==> src/rtl/branch_ctrl_if.sv <==
// ----------------------------------------------------------------------------
// branch_ctrl_if
//   Bundles the EX/MEM branch-resolution signals between the pipeline and the
//   branch control unit.
//
//   Pipeline -> unit : ex_valid, ex_opcode, ex_cond, ex_target, ex_loop_count,
//                      ex_ret_addr, flags {V,C,N,Z}
//   Unit -> pipeline : redirect, redirect_target, flush, ras_count,
//                      ras_overflow, ras_underflow
//
//   Modport master is the pipeline side and drives the instruction fields.
//   Modport slave is the branch control unit side.
// ----------------------------------------------------------------------------
interface branch_ctrl_if #(
    parameter int DW        = 8,
    parameter int RAS_DEPTH = 4
);
    localparam int CW = $clog2(RAS_DEPTH) + 1;

    logic          ex_valid;
    logic [3:0]    ex_opcode;
    logic [1:0]    ex_cond;
    logic [DW-1:0] ex_target;
    logic [DW-1:0] ex_loop_count;
    logic [DW-1:0] ex_ret_addr;
    logic [3:0]    flags;

    logic          redirect;
    logic [DW-1:0] redirect_target;
    logic          flush;
    logic [CW-1:0] ras_count;
    logic          ras_overflow;
    logic          ras_underflow;

    modport master (
        output ex_valid, ex_opcode, ex_cond, ex_target, ex_loop_count,
               ex_ret_addr, flags,
        input  redirect, redirect_target, flush, ras_count,
               ras_overflow, ras_underflow
    );

    modport slave (
        input  ex_valid, ex_opcode, ex_cond, ex_target, ex_loop_count,
               ex_ret_addr, flags,
        output redirect, redirect_target, flush, ras_count,
               ras_overflow, ras_underflow
    );
endinterface

==> src/rtl/branch_ctrl_unit.sv <==
// ----------------------------------------------------------------------------
// branch_ctrl_unit
//   Registered branch resolution at the EX/MEM boundary. Decodes the branch
//   instruction against the flags, the LOOP count and the target, then issues
//   a one-cycle redirect pulse and a FLUSH_CYCLES-long pipeline flush. A small
//   circular return-address stack serves CALL (push) and RET (pop).
//
//   Ports:
//     clk    rising-edge clock
//     rst_n  asynchronous active-low reset
//     bus    branch_ctrl_if.slave: instruction fields and flags in;
//            redirect, redirect_target, flush, ras_count and the sticky
//            ras_overflow / ras_underflow bits out (all registered)
// ----------------------------------------------------------------------------
module branch_ctrl_unit #(
    parameter int DW           = 8,
    parameter int RAS_DEPTH    = 4,
    parameter int FLUSH_CYCLES = 2
) (
    input  logic           clk,
    input  logic           rst_n,
    branch_ctrl_if.slave   bus
);
    localparam int PW  = $clog2(RAS_DEPTH);
    localparam int CW  = PW + 1;
    localparam int FCW = (FLUSH_CYCLES > 1) ? $clog2(FLUSH_CYCLES) : 1;

    localparam logic [CW-1:0]  RAS_FULL   = CW'(RAS_DEPTH);
    localparam logic [FCW-1:0] FLUSH_LOAD = FCW'(FLUSH_CYCLES - 1);

    typedef enum logic {
        IDLE,
        FLUSHING
    } state_t;

    state_t         state;
    logic [FCW-1:0] flush_cnt;
    logic [DW-1:0]  ras_mem [RAS_DEPTH];
    logic [PW-1:0]  wr_ptr;
    logic [CW-1:0]  ras_cnt;

    logic           redirect_q;
    logic [DW-1:0]  redirect_target_q;
    logic           flush_q;
    logic           overflow_q;
    logic           underflow_q;

    logic           taken;
    logic [DW-1:0]  next_target;
    logic           do_push;
    logic           do_pop;

    // Decode is only honoured in IDLE; anything arriving during a flush is
    // wrong-path and must not touch the RAS or the redirect path.
    always_comb begin
        taken       = 1'b0;
        next_target = '0;
        do_push     = 1'b0;
        do_pop      = 1'b0;
        if (bus.ex_valid && state == IDLE) begin
            case (bus.ex_opcode)
                4'h9: begin
                    // flags is {V,C,N,Z}, so cond 00..11 selects Z,N,C,V directly
                    taken       = bus.flags[bus.ex_cond];
                    next_target = bus.ex_target;
                end
                4'hA: begin
                    taken       = (bus.ex_loop_count != '0);
                    next_target = bus.ex_target;
                end
                4'hB: begin
                    case (bus.ex_cond)
                        2'b00: begin
                            taken       = 1'b1;
                            next_target = bus.ex_target;
                        end
                        2'b01: begin
                            taken       = 1'b1;
                            next_target = bus.ex_target;
                            do_push     = 1'b1;
                        end
                        2'b10: begin
                            taken  = 1'b1;
                            do_pop = 1'b1;
                            if (ras_cnt != '0) begin
                                next_target = ras_mem[wr_ptr - PW'(1)];
                            end
                        end
                        default: begin
                            taken = 1'b0;
                        end
                    endcase
                end
                default: begin
                    taken = 1'b0;
                end
            endcase
        end
    end

    // Flush FSM, redirect registers and return-address stack. The RAS is a
    // circular buffer: a push onto a full stack overwrites the oldest entry
    // simply by letting wr_ptr wrap, while the count saturates.
    always_ff @(posedge clk or negedge rst_n) begin
        if (!rst_n) begin
            state             <= IDLE;
            flush_cnt         <= '0;
            wr_ptr            <= '0;
            ras_cnt           <= '0;
            redirect_q        <= 1'b0;
            redirect_target_q <= '0;
            flush_q           <= 1'b0;
            overflow_q        <= 1'b0;
            underflow_q       <= 1'b0;
            for (int i = 0; i < RAS_DEPTH; i++) begin
                ras_mem[i] <= '0;
            end
        end else begin
            redirect_q        <= 1'b0;
            redirect_target_q <= '0;

            case (state)
                IDLE: begin
                    if (taken) begin
                        redirect_q        <= 1'b1;
                        redirect_target_q <= next_target;
                        flush_q           <= 1'b1;
                        flush_cnt         <= FLUSH_LOAD;
                        state             <= FLUSHING;
                    end
                end
                FLUSHING: begin
                    if (flush_cnt == '0) begin
                        flush_q <= 1'b0;
                        state   <= IDLE;
                    end else begin
                        flush_cnt <= flush_cnt - FCW'(1);
                    end
                end
                default: begin
                    state <= IDLE;
                end
            endcase

            if (do_push) begin
                ras_mem[wr_ptr] <= bus.ex_ret_addr;
                wr_ptr          <= wr_ptr + PW'(1);
                if (ras_cnt == RAS_FULL) begin
                    overflow_q <= 1'b1;
                end else begin
                    ras_cnt <= ras_cnt + CW'(1);
                end
            end else if (do_pop) begin
                if (ras_cnt != '0) begin
                    wr_ptr  <= wr_ptr - PW'(1);
                    ras_cnt <= ras_cnt - CW'(1);
                end else begin
                    underflow_q <= 1'b1;
                end
            end
        end
    end

    assign bus.redirect        = redirect_q;
    assign bus.redirect_target = redirect_target_q;
    assign bus.flush           = flush_q;
    assign bus.ras_count       = ras_cnt;
    assign bus.ras_overflow    = overflow_q;
    assign bus.ras_underflow   = underflow_q;
endmodule

==> src/flat_wrapper.sv <==
// flat-port wrapper written by rule: the top's interface ports become plain ports
module branch_ctrl_unit_flat 
#(
    parameter int DW           = 8,
    parameter int RAS_DEPTH    = 4,
    parameter int FLUSH_CYCLES = 2
)
  (clk, rst_n, bus_ex_valid, bus_ex_opcode, bus_ex_cond, bus_ex_target, bus_ex_loop_count, bus_ex_ret_addr, bus_flags, bus_redirect, bus_redirect_target, bus_flush, bus_ras_count, bus_ras_overflow, bus_ras_underflow);
  branch_ctrl_if #(.DW(DW), .RAS_DEPTH(RAS_DEPTH)) bus_i ();
  input  logic clk;
  input  logic rst_n;
  input wire logic [$bits(bus_i.ex_valid)-1:0] bus_ex_valid;
  input wire logic [$bits(bus_i.ex_opcode)-1:0] bus_ex_opcode;
  input wire logic [$bits(bus_i.ex_cond)-1:0] bus_ex_cond;
  input wire logic [$bits(bus_i.ex_target)-1:0] bus_ex_target;
  input wire logic [$bits(bus_i.ex_loop_count)-1:0] bus_ex_loop_count;
  input wire logic [$bits(bus_i.ex_ret_addr)-1:0] bus_ex_ret_addr;
  input wire logic [$bits(bus_i.flags)-1:0] bus_flags;
  output wire logic [$bits(bus_i.redirect)-1:0] bus_redirect;
  output wire logic [$bits(bus_i.redirect_target)-1:0] bus_redirect_target;
  output wire logic [$bits(bus_i.flush)-1:0] bus_flush;
  output wire logic [$bits(bus_i.ras_count)-1:0] bus_ras_count;
  output wire logic [$bits(bus_i.ras_overflow)-1:0] bus_ras_overflow;
  output wire logic [$bits(bus_i.ras_underflow)-1:0] bus_ras_underflow;
  assign bus_i.ex_valid = bus_ex_valid;
  assign bus_i.ex_opcode = bus_ex_opcode;
  assign bus_i.ex_cond = bus_ex_cond;
  assign bus_i.ex_target = bus_ex_target;
  assign bus_i.ex_loop_count = bus_ex_loop_count;
  assign bus_i.ex_ret_addr = bus_ex_ret_addr;
  assign bus_i.flags = bus_flags;
  assign bus_redirect = bus_i.redirect;
  assign bus_redirect_target = bus_i.redirect_target;
  assign bus_flush = bus_i.flush;
  assign bus_ras_count = bus_i.ras_count;
  assign bus_ras_overflow = bus_i.ras_overflow;
  assign bus_ras_underflow = bus_i.ras_underflow;
  branch_ctrl_unit #(.DW(DW), .RAS_DEPTH(RAS_DEPTH), .FLUSH_CYCLES(FLUSH_CYCLES)) u_core (.clk(clk), .rst_n(rst_n), .bus(bus_i));
endmodule
==> config.mk <==
export PLATFORM = sky130hd
export DESIGN_NAME = branch_ctrl_unit_flat
export DESIGN_NICKNAME = d
export VERILOG_FILES = /design/src/rtl/branch_ctrl_if.sv /design/src/rtl/branch_ctrl_unit.sv /design/src/flat_wrapper.sv
export SDC_FILE = /design/constraint.sdc
export NUM_CORES = 1
export LEC_CHECK = 0
export CORE_UTILIZATION = 53
export CTS_BUF_LIST = sky130_fd_sc_hd__clkbuf_4
export CTS_CLUSTER_DIAMETER = 80
export DETAILED_ROUTE_END_ITERATION = 10
export HOLD_SLACK_MARGIN = 0.06
export PLACE_DENSITY_LB_ADDON = 0.1
export SLEW_MARGIN = 40
export SYNTH_ARGS = -nofsm -noshare
export SYNTH_HDL_FRONTEND = slang
export SYNTH_SLANG_ARGS = --single-unit
==> constraint.sdc <==
create_clock -name clk -period 2.63 [get_ports clk]
set_input_delay 0.6575 -clock clk [delete_from_list [all_inputs] [get_ports clk]]
set_output_delay 0.6575 -clock clk [all_outputs]
set_load 0.02 [all_outputs]
==> impl_metrics.py, run 1 <==
metrics = {
    "finish": {
        "syn_to_final_growth_pct": 26.0,
        "fin_nets": 282,
        "seq_area_um2": 1280,
        "antenna_cells": 0,
        "final_cells": 293,
        "multi_input_area_um2": 1220,
        "drive_gt1_share_pct": 27.0,
        "fillCellCount": 307,
        "layout_commonest_cell": "dfrtp_1",
        "final_cell_mix": "51 x dfrtp_1, 50 x clkdlybuf4s50_1, 32 x mux2_4",
    },
    "worst_setup_path": {
        "reg2reg_slack_ps": 720,
        "endpoint_kind": "flop",
        "critPathArrivalTime_ps": 2480,
        "rr_worst_depth": 5,
        "cp-start-kind": "input pin",
        "cp_max_fo": 2,
        "cp-endpoint": "u_core.bus.ras_count[2]",
        "worstPathRequired_ps": 2940,
        "r2r_end": "u_core.bus.redirect_target[0]",
        "path_class": "input pin to flop",
        "rr_startpoint": "u_core.wr_ptr[1]",
        "crit_start": "bus_ex_opcode[3]",
    },
    "timing": {
        "min_period_ps": 2170,
        "setup_viol": 0,
        "fin_skew_ps": 17.0,
        "hold_violations": 0,
        "worst_slew_pin_slew_ps": 647,
        "rsz0062_at_grt": "no",
        "fmax_mhz": 461,
        "relSlewSlack_pct": 56.9,
        "fin_hold_ws_ps": 369,
        "finalSetupTns_ps": 0,
        "fin_crit_sh_pct": 82.6,
        "finalMaxSlewViolations": 0,
    },
    "clocking": {
        "ctsHoldBuffers": 0,
        "insertion_delay_ps": 370,
        "cts-buffers-inserted": 5,
        "cts.repair.resized": 0,
        "cts-root-buf": "clkbuf_4",
        "cts_tree": "yes",
        "path_clk_slew_ps": 160,
        "htreeDepth": 2,
        "cts_buffer_depth": 2,
        "clock-sinks": 51,
        "post_cts_buffers": 0,
    },
    "yosys": {
        "ys_ff_latch": 51,
        "ys_seq_area_share_pct": 49.8,
        "syn-cell-area_um2": 2560,
        "avgSynthCellArea_um2": 14.4,
        "synth_cell_type_count": 38,
        "synth_cells": 178,
        "synth_fp_nets": 220,
        "synth_top_cell_area_share_pct": 49.8,
        "synth-edff-count": 0,
        "yosys_warnings": 0,
        "async_flop_share_pct": 100,
        "ys.flop_type": "dfrtp_1",
        "yosysTopAreaCell": "dfrtp_1",
        "ys_top_cells_by_area": "dfrtp_1 50%, mux2_4 19%, mux4_2 7.0%",
    },
    "placed_design": {
        "port_buffers": 51,
        "globalplace.congestion": 0.798,
        "place_inst": 285,
        "dp_hpwl_um": 3710,
    },
    "power": {
        "p_total_mw": 1.81,
        "power.density_nw_per_um2": 560,
        "seqPwrFrac_pct": 49.7,
        "p_sw_share_pct": 31.8,
        "ir_drop_mv": 0.591,
        "pwr-share-comb_pct": 29.2,
        "power_frac_clock_pct": 21.1,
        "leakage_nw": 1.54,
        "p_switching_uw": 577,
        "intPower_mw": 1.24,
    },
    "detailed_routing": {
        "drt_pass1_iterations": 4,
        "wl_per_cell_um": 17.9,
        "via_per_inst": 5.66,
        "drtIter0Drc": 99,
        "vias": 1657,
        "drc_errors": 0,
        "wl_um": 5250,
        "ant_nets": 0,
    },
    "global_route": {
        "grt_antenna_before_repair": 0,
        "grt_max_degree": 52,
        "grt_pass1_wl_um": 8690,
        "grt_pass1_vias": 1685,
        "grt_usage_pct": 22.8,
        "gr-total-overflow": 0,
    },
    "floorplanning": {
        "core-area_um2": 4500,
        "die_w_um": 71.6,
        "die_y_um": 71.6,
        "dieArea_um2": 5120,
        "boundaryPins": 52,
        "initial_core_util_pct": 56.9,
        "rows": 24,
    },
    "run_status": {
        "outcome": "completed",
    },
    "job": {
        "maxCapViolCount": 0,
    },
    "worst_hold_path": {
        "hold_path.class": "input pin to async pin",
    },
}
## cell families (layout without fill, tap and decap cells)
group,after synthesis,count (layout),synth area share [%]
buf+inv,13,76,2.73
compound gates,29,29,7.32
mux,42,42,26.6
simple gates,35,35,9.80
xor+xnor,3,3,1.02
flops,51,51,49.8
fa+ha+maj,5,5,2.73
## final cells by class
type	count	share of cell area [%]
sequential	51	39.5
clock buffer	5	1.16
multi-input combinational	114	37.7
timing repair buffer	61	18.0
clock inverter	3	0.890
inverter	7	0.813
tap	52	2.01
## per-layer routing
metal  wire length (um)  vias up  GRT usage, %
met1               2470      842          32.8
met2               2530       43          35.7
li1                   -      768             -
met4                 57        0          6.75
met5                  0        -             0
met3                187        4          4.50
## registers in the layout, indices dropped and copies added (netlist names)
signal                      cells
u_core.state                    1
u_core.flush_cnt                1
u_core.bus.redirect_target      8
u_core.bus.ras_overflow         1
u_core.bus.ras_count            3
u_core.bus.redirect             1
u_core.bus.ras_underflow        1
u_core.wr_ptr                   2
u_core.ras_mem                 32
u_core.bus.flush                1
## cells in the mapped netlist (all sizes together) (2+ instances only)
cell,instances
dfrtp,51
nor2,10
o22ai,2
a21o,2
o21ai,8
nand2b,4
a21oi,5
nor4,3
nand2,8
xor2,2
a22oi,8
nor2b,2
inv,7
mux4,8
ha,4
nand3,2
buf,6
mux2,34
## power groups by stage
stage / Combinational, mW / Sequential (mW) / Clock [mW]
5_1_grt: 0.578 / 0.912 / 0.419
6_report: 0.529 / 0.900 / 0.383
2_1_floorplan: 0.271 / 0.945 / 0
4_1_cts: 0.535 / 0.901 / 0.396
3_3_place_gp: 0.512 / 0.911 / 0
3_5_place_dp: 0.533 / 0.916 / 0
## worst min path at each step
| stage | from | end | slack [ps] | cells after the start |
|---|---|---|---|---|
| after floorplan | rst_n | u_core.bus.flush | 360 | 0 |
| after global placement | u_core.bus.ras_overflow | u_core.bus.ras_overflow | 440 | 1 |
| after detailed placement | u_core.bus.ras_overflow | u_core.bus.ras_overflow | 450 | 1 |
| after CTS | rst_n | u_core.bus.redirect_target[6] | 380 | 2 |
| after global routing | rst_n | u_core.ras_mem[18] | 410 | 2 |
| final | rst_n | u_core.bus.redirect_target[7] | 370 | 2 |
## metrics by stage
step	cell area, um^2	util, %	worst slack [ps]
after floorplan	2560	-	379
after global placement	3170	70.3	122
after detailed placement	3170	70.3	86.1
after CTS	3230	71.8	454
after global routing	3230	71.8	389
final	3230	71.8	459
## critical path, stage by stage
cell	delay [ps]
clkdlybuf4s50_1	470
and4bb_1	240
and4_1	230
inv_1	60
fa_1	380
xor2_1	170
nor2_1	120
xor2_1	150
Note: power is estimated with default switching activity, not from simulation.
==> run 2, diff against run 1 <==
--- a/config.mk
+++ b/config.mk
@@ -5,7 +5,7 @@
 export SDC_FILE = /design/constraint.sdc
 export NUM_CORES = 1
 export LEC_CHECK = 0
-export CORE_UTILIZATION = 53
+export CORE_UTILIZATION = 48
 export CTS_BUF_LIST = sky130_fd_sc_hd__clkbuf_4
 export CTS_CLUSTER_DIAMETER = 80
 export DETAILED_ROUTE_END_ITERATION = 10
==> constraint.sdc (replaced) <==
create_clock -name clk -period 1.9 [get_ports clk]
set_input_delay 0.475 -clock clk [delete_from_list [all_inputs] [get_ports clk]]
set_output_delay 0.475 -clock clk [all_outputs]
set_load 0.02 [all_outputs]
==> run 2 against run 1 <==
- worst setup slack got worse by 410 ps
- critical endpoint unchanged
- core utilization fell by 6.5 points
- sequential share of layout area fell by 1.4 points
- largest power group unchanged
==> impl_metrics.py, run 2 (same netlist as run 1, synthesis figures left out) <==
metrics = {
    "timing": {
        "setup_viol": 0,
        "hold_violations": 0,
        "fin_hold_ws_ps": 472,
        "fmax_mhz": 540,
        "rsz0062_at_grt": "yes",
        "worst_slew_pin_slew_ps": 496,
        "fin_crit_sh_pct": 97.5,
        "finalSetupTns_ps": 0,
        "finalMaxSlewViolations": 0,
        "relSlewSlack_pct": 66.8,
        "min_period_ps": 1850,
        "fin_skew_ps": 10.1,
    },
    "global_route": {
        "grt_pass1_wl_um": 8600,
        "grt_antenna_before_repair": 0,
        "grt_max_degree": 24,
        "grt_usage_pct": 21.1,
        "grt_pass1_vias": 1751,
        "gr-total-overflow": 0,
    },
    "power": {
        "p_total_mw": 2.59,
        "power_frac_clock_pct": 23.6,
        "leakage_nw": 1.62,
        "power.density_nw_per_um2": 771,
        "p_sw_share_pct": 29.6,
        "pwr-share-comb_pct": 28.2,
        "p_switching_uw": 766,
        "ir_drop_mv": 0.527,
        "seqPwrFrac_pct": 48.2,
        "intPower_mw": 1.82,
    },
    "detailed_routing": {
        "vias": 1740,
        "drt_pass1_iterations": 4,
        "drtIter0Drc": 77,
        "wl_um": 5470,
        "ant_nets": 0,
        "wl_per_cell_um": 17.1,
        "via_per_inst": 5.45,
        "drc_errors": 0,
    },
    "finish": {
        "final_cell_mix": "51 x dfrtp_1, 43 x clkdlybuf4s50_1, 32 x mux2_4",
        "fin_nets": 291,
        "largest_reg_flops": 32,
        "syn_to_final_growth_pct": 30.8,
        "antenna_cells": 0,
        "layout_commonest_cell": "dfrtp_1",
        "regMostFlops": "u_core.ras_mem",
        "drive_gt1_share_pct": 30.5,
    },
    "floorplanning": {
        "die_y_um": 75.1,
        "dieArea_um2": 5640,
        "rows": 26,
        "core-area_um2": 5140,
        "boundaryPins": 52,
        "die_w_um": 75.1,
        "initial_core_util_pct": 49.9,
    },
    "clocking": {
        "cts_buffer_depth": 2,
        "path_clk_slew_ps": 140,
        "clock-sinks": 51,
        "cts-buffers-inserted": 5,
        "htreeDepth": 2,
        "cts-root-buf": "clkbuf_4",
        "insertion_delay_ps": 370,
        "cts_tree": "yes",
    },
    "run_status": {
        "outcome": "completed",
    },
    "worst_setup_path": {
        "cp_max_fo": 3,
        "worstPathRequired_ps": 2190,
        "critPathArrivalTime_ps": 2150,
        "cp-start-kind": "flop",
        "endpoint_kind": "flop",
        "path_class": "flop to flop",
    },
    "placed_design": {
        "dp_hpwl_um": 4100,
        "port_buffers": 51,
        "globalplace.congestion": 0.804,
    },
    "job": {
        "maxCapViolCount": 0,
    },
    "worst_hold_path": {
        "hold_path.class": "flop to flop",
    },
}
run 2: cell types whose count changed in the layout (fill, tap and decap cells not counted), sizes merged, moves of 2 or more:
cell / previous run / this run
clkinv: 2 / 0
dlymetal6s2s: 0 / 2
dlygate4sd2: 0 / 5
clkdlybuf4s50: 50 / 43
buf: 11 / 19
run 2: final timing paths:
check,from,end,slack (ps),cells after the start
min in group asynchronous,rst_n,u_core.bus.redirect_target[1],560,2
worst min register to register,u_core.bus.ras_overflow,u_core.bus.ras_overflow,470,1
worst max register to register,u_core.state,u_core.bus.ras_count[2],50,7
max in group asynchronous,rst_n,u_core.ras_mem[23],820,3
worst max-delay path,u_core.state,u_core.bus.ras_count[2],50,7
worst min-delay path,u_core.bus.ras_overflow,u_core.bus.ras_overflow,470,1
run 2: power by group through the flow:
stage / Combinational [mW] / Clock (mW) / Sequential, mW
after floorplan: 0.378 / 0 / 1.31
after global placement: 0.721 / 0 / 1.26
after detailed placement: 0.746 / 0 / 1.27
after CTS: 0.740 / 0.619 / 1.25
after global routing: 0.792 / 0.664 / 1.26
final: 0.730 / 0.611 / 1.25
run 2: worst max-delay path, cell delays in order, from the launching register on:
cell and delay [ps]:
dfrtp_1 420, and4bb_1 310, and4_4 260, inv_4 30, fa_2 320, xor2_1 140, nor2_1 120, xor2_1 160
run 2: layer usage:
layer / wire length [um] / track usage [%]
met2: 2700 / 34.1
met5: 0 / 0
met3: 213 / 4.02
met1: 2440 / 28.2
met4: 114 / 8.39
run 2: layout make-up:
class,instances,area [um^2]
Tap cell,70,87.6
Clock inverter,2,37.5
Sequential cell,51,1280
Fill cell,409,1780
Clock buffer,5,37.5
Timing Repair Buffer,70,662
Multi-Input combinational cell,114,1230
Inverter,7,28.8
run 2: stage by stage:
stage | instances | area (um^2) | utilization, % | setup slack, ps
final | 319 | 3360 | 65.3 | 48.1
after global placement | 310 | 3260 | 63.4 | -430
after detailed placement | 310 | 3260 | 63.4 | -468
after floorplan | 178 | 2580 | - | -112
after global routing | 319 | 3360 | 65.3 | -29.4
after CTS | 319 | 3350 | 65.1 | 1.37
run 2: what timing repair did:
| action | in CTS | in global routing |
|---|---|---|
| hold buffers | 1 | 0 |
| pin swaps | 5 | 0 |
| cloned | 0 | 0 |
| endpoints found under the hold margin | 16 | 0 |
| resized for setup | 7 | 3 |
| endpoints found under the setup margin | 43 | 11 |
| setup buffers | 1 | 0 |
==> run 3, diff against run 2 <==
--- a/config.mk
+++ b/config.mk
@@ -5,6 +5,7 @@
 export SDC_FILE = /design/constraint.sdc
 export NUM_CORES = 1
 export LEC_CHECK = 0
+export CORE_ASPECT_RATIO = 0.9
 export CORE_UTILIZATION = 48
 export CTS_BUF_LIST = sky130_fd_sc_hd__clkbuf_4
 export CTS_CLUSTER_DIAMETER = 80
==> run 3 against run 2 <==
- sequential share of layout area rose by 0.32 points
- register-to-register slack barely moved
- combinational power fell by 0.5%
- final cell count fell by 0.94%
- sequential power barely moved
- first-iteration DRC count fell by 26%
- non-clock buffer count rose by 1
==> impl_metrics.py, run 3 (same netlist as run 1, synthesis figures left out) <==
metrics = {
    "worst_hold_path": {
        "hold_path.class": "input pin to async pin",
    },
    "placed_design": {
        "dp_hpwl_um": 4020,
        "placed_cell_area_um2": 3270,
        "port_buffers": 51,
        "preCtsSetupSlack_ps": -436,
        "place_inst": 307,
        "globalplace.congestion": 0.802,
    },
    "timing": {
        "fmax_mhz": 537,
        "setup_viol": 0,
        "setup_ws_ps": 38.7,
        "fin_skew_ps": 10.6,
        "hold_violations": 0,
        "rsz0062_at_grt": "yes",
        "min_period_ps": 1860,
        "worst_slew_pin_slew_ps": 555,
        "fin_crit_sh_pct": 98.0,
        "finalMaxSlewViolations": 0,
        "relSlewSlack_pct": 63.0,
    },
    "finish": {
        "antenna_cells": 0,
        "syn_to_final_growth_pct": 29.9,
        "final_cell_mix": "50 x dfrtp_1, 44 x clkdlybuf4s50_1, 32 x mux2_4",
        "largest_reg_flops": 32,
        "final_cells": 316,
        "layout_commonest_cell": "dfrtp_1",
        "regMostFlops": "u_core.ras_mem",
        "drive_gt1_share_pct": 31.9,
        "fin_nets": 292,
        "final_area_um2": 3330,
    },
    "detailed_routing": {
        "via_per_inst": 5.33,
        "ant_nets": 0,
        "wl_um": 5390,
        "drt_pass1_iterations": 4,
        "wl_per_cell_um": 17.1,
        "vias": 1684,
        "drc_errors": 0,
        "drtIter0Drc": 57,
    },
    "clocking": {
        "cts-buffers-inserted": 5,
        "insertion_delay_ps": 360,
        "cts-root-buf": "clkbuf_4",
        "htreeDepth": 2,
        "post_cts_buffers": 0,
        "clock-sinks": 51,
        "cts_tree": "yes",
        "cts_buffer_depth": 2,
        "path_clk_slew_ps": 150,
    },
    "global_route": {
        "grt_usage_pct": 21.0,
        "grt_pass1_wl_um": 8910,
        "gr-total-overflow": 0,
        "grt_max_degree": 25,
        "grt_antenna_before_repair": 0,
        "grt_pass1_vias": 1757,
    },
    "floorplanning": {
        "rows": 24,
        "boundaryPins": 52,
        "initial_core_util_pct": 51.5,
        "die_w_um": 79.1,
        "die_y_um": 71.4,
        "dieArea_um2": 5640,
        "core-area_um2": 4980,
    },
    "worst_setup_path": {
        "critPathMaxStageDelay_ps": 430,
        "critPathSlowestCell": "dfrtp_1",
        "endpoint_kind": "flop",
        "cp_max_fo": 3,
        "cp-start-kind": "flop",
        "path_class": "flop to flop",
        "path_common_cell": "xor2_1",
        "rr_startpoint": "u_core.state",
        "cp.buffers_inverters": 1,
        "critical_path.top_delay_family": "simple AND/OR/NAND/NOR gates",
        "critPathArrivalTime_ps": 2150,
        "crit_start": "u_core.state",
        "worstPathRequired_ps": 2190,
        "crit_chain": "and4bb_1, and4_4, inv_4, fa_2, xor2_1, nor2_1, xor2_1",
    },
    "power": {
        "leakage_nw": 1.60,
        "power.density_nw_per_um2": 739,
        "ir_drop_mv": 0.618,
    },
    "job": {
        "maxCapViolCount": 0,
    },
    "run_status": {
        "outcome": "completed",
    },
}
==> run 3: path summary, 6_finish.rpt <==
kind | cells after the start | to | slack [ps]
min in group clk | 1 | u_core.bus.ras_overflow | 480
max | 7 | u_core.bus.ras_count[2] | 40
min | 1 | u_core.bus.redirect_target[4] | 80
min reg2reg | 1 | u_core.bus.ras_overflow | 480
max in group asynchronous | 2 | u_core.bus.ras_count[0] | 1230
max reg2reg | 7 | u_core.bus.ras_count[2] | 40
==> run 3: where the power goes <==
group / total (mW) / internal, mW / leakage (nW) / switching (mW)
registers: 1.25 / 1.18 / 0.690 / 0.0763
logic: 0.726 / 0.370 / 0.881 / 0.356
clock network: 0.482 / 0.142 / 0.0272 / 0.340
total: 2.46 / 1.69 / 1.60 / 0.772
==> run 3: what timing repair did <==
| action | 4_1_cts | 5_1_grt |
|---|---|---|
| setup endpoints to repair | 35 | 11 |
| hold buffers | 0 | 0 |
| pin swaps | 3 | 4 |
| resized for setup | 8 | 2 |
| endpoints found under the hold margin | 0 | 0 |
| cloned | 0 | 1 |
==> run 3: per-stage QoR <==
| stage | TNS, ps | hold WS (ps) | utilization (%) | power (mW) |
|---|---|---|---|---|
| 5_1_grt | -49.3 | 87.9 | 66.8 | 2.61 |
| 3_3_place_gp | -17640 | 446 | 65.6 | 1.99 |
| 4_1_cts | 0 | 79.4 | 66.6 | 2.50 |
| 2_1_floorplan | -219 | 179 | - | 1.69 |
| 3_5_place_dp | -17980 | 450 | 65.6 | 2.03 |
| 6_report | 0 | 78.2 | 66.8 | 2.46 |
==> run 3: area by class of cell <==
cell class                 count  area (um^2)
sequential                    51         1280
clock buffer                   5         37.5
fill                         364         1650
clock inverter                 3         20.0
multi-input combinational    114         1230
timing repair buffer          71          658
tap                           65         81.3
inverter                       7         28.8
==> run 3: routing by layer <==
metal	vias to the layer above	GRT usage, %	part of all wire [%]
met2	51	32.2	48
met5	-	0	0
met1	838	31.2	46
met3	2	3.82	5.7
li1	793	-	-
met4	0	4.85	0.33
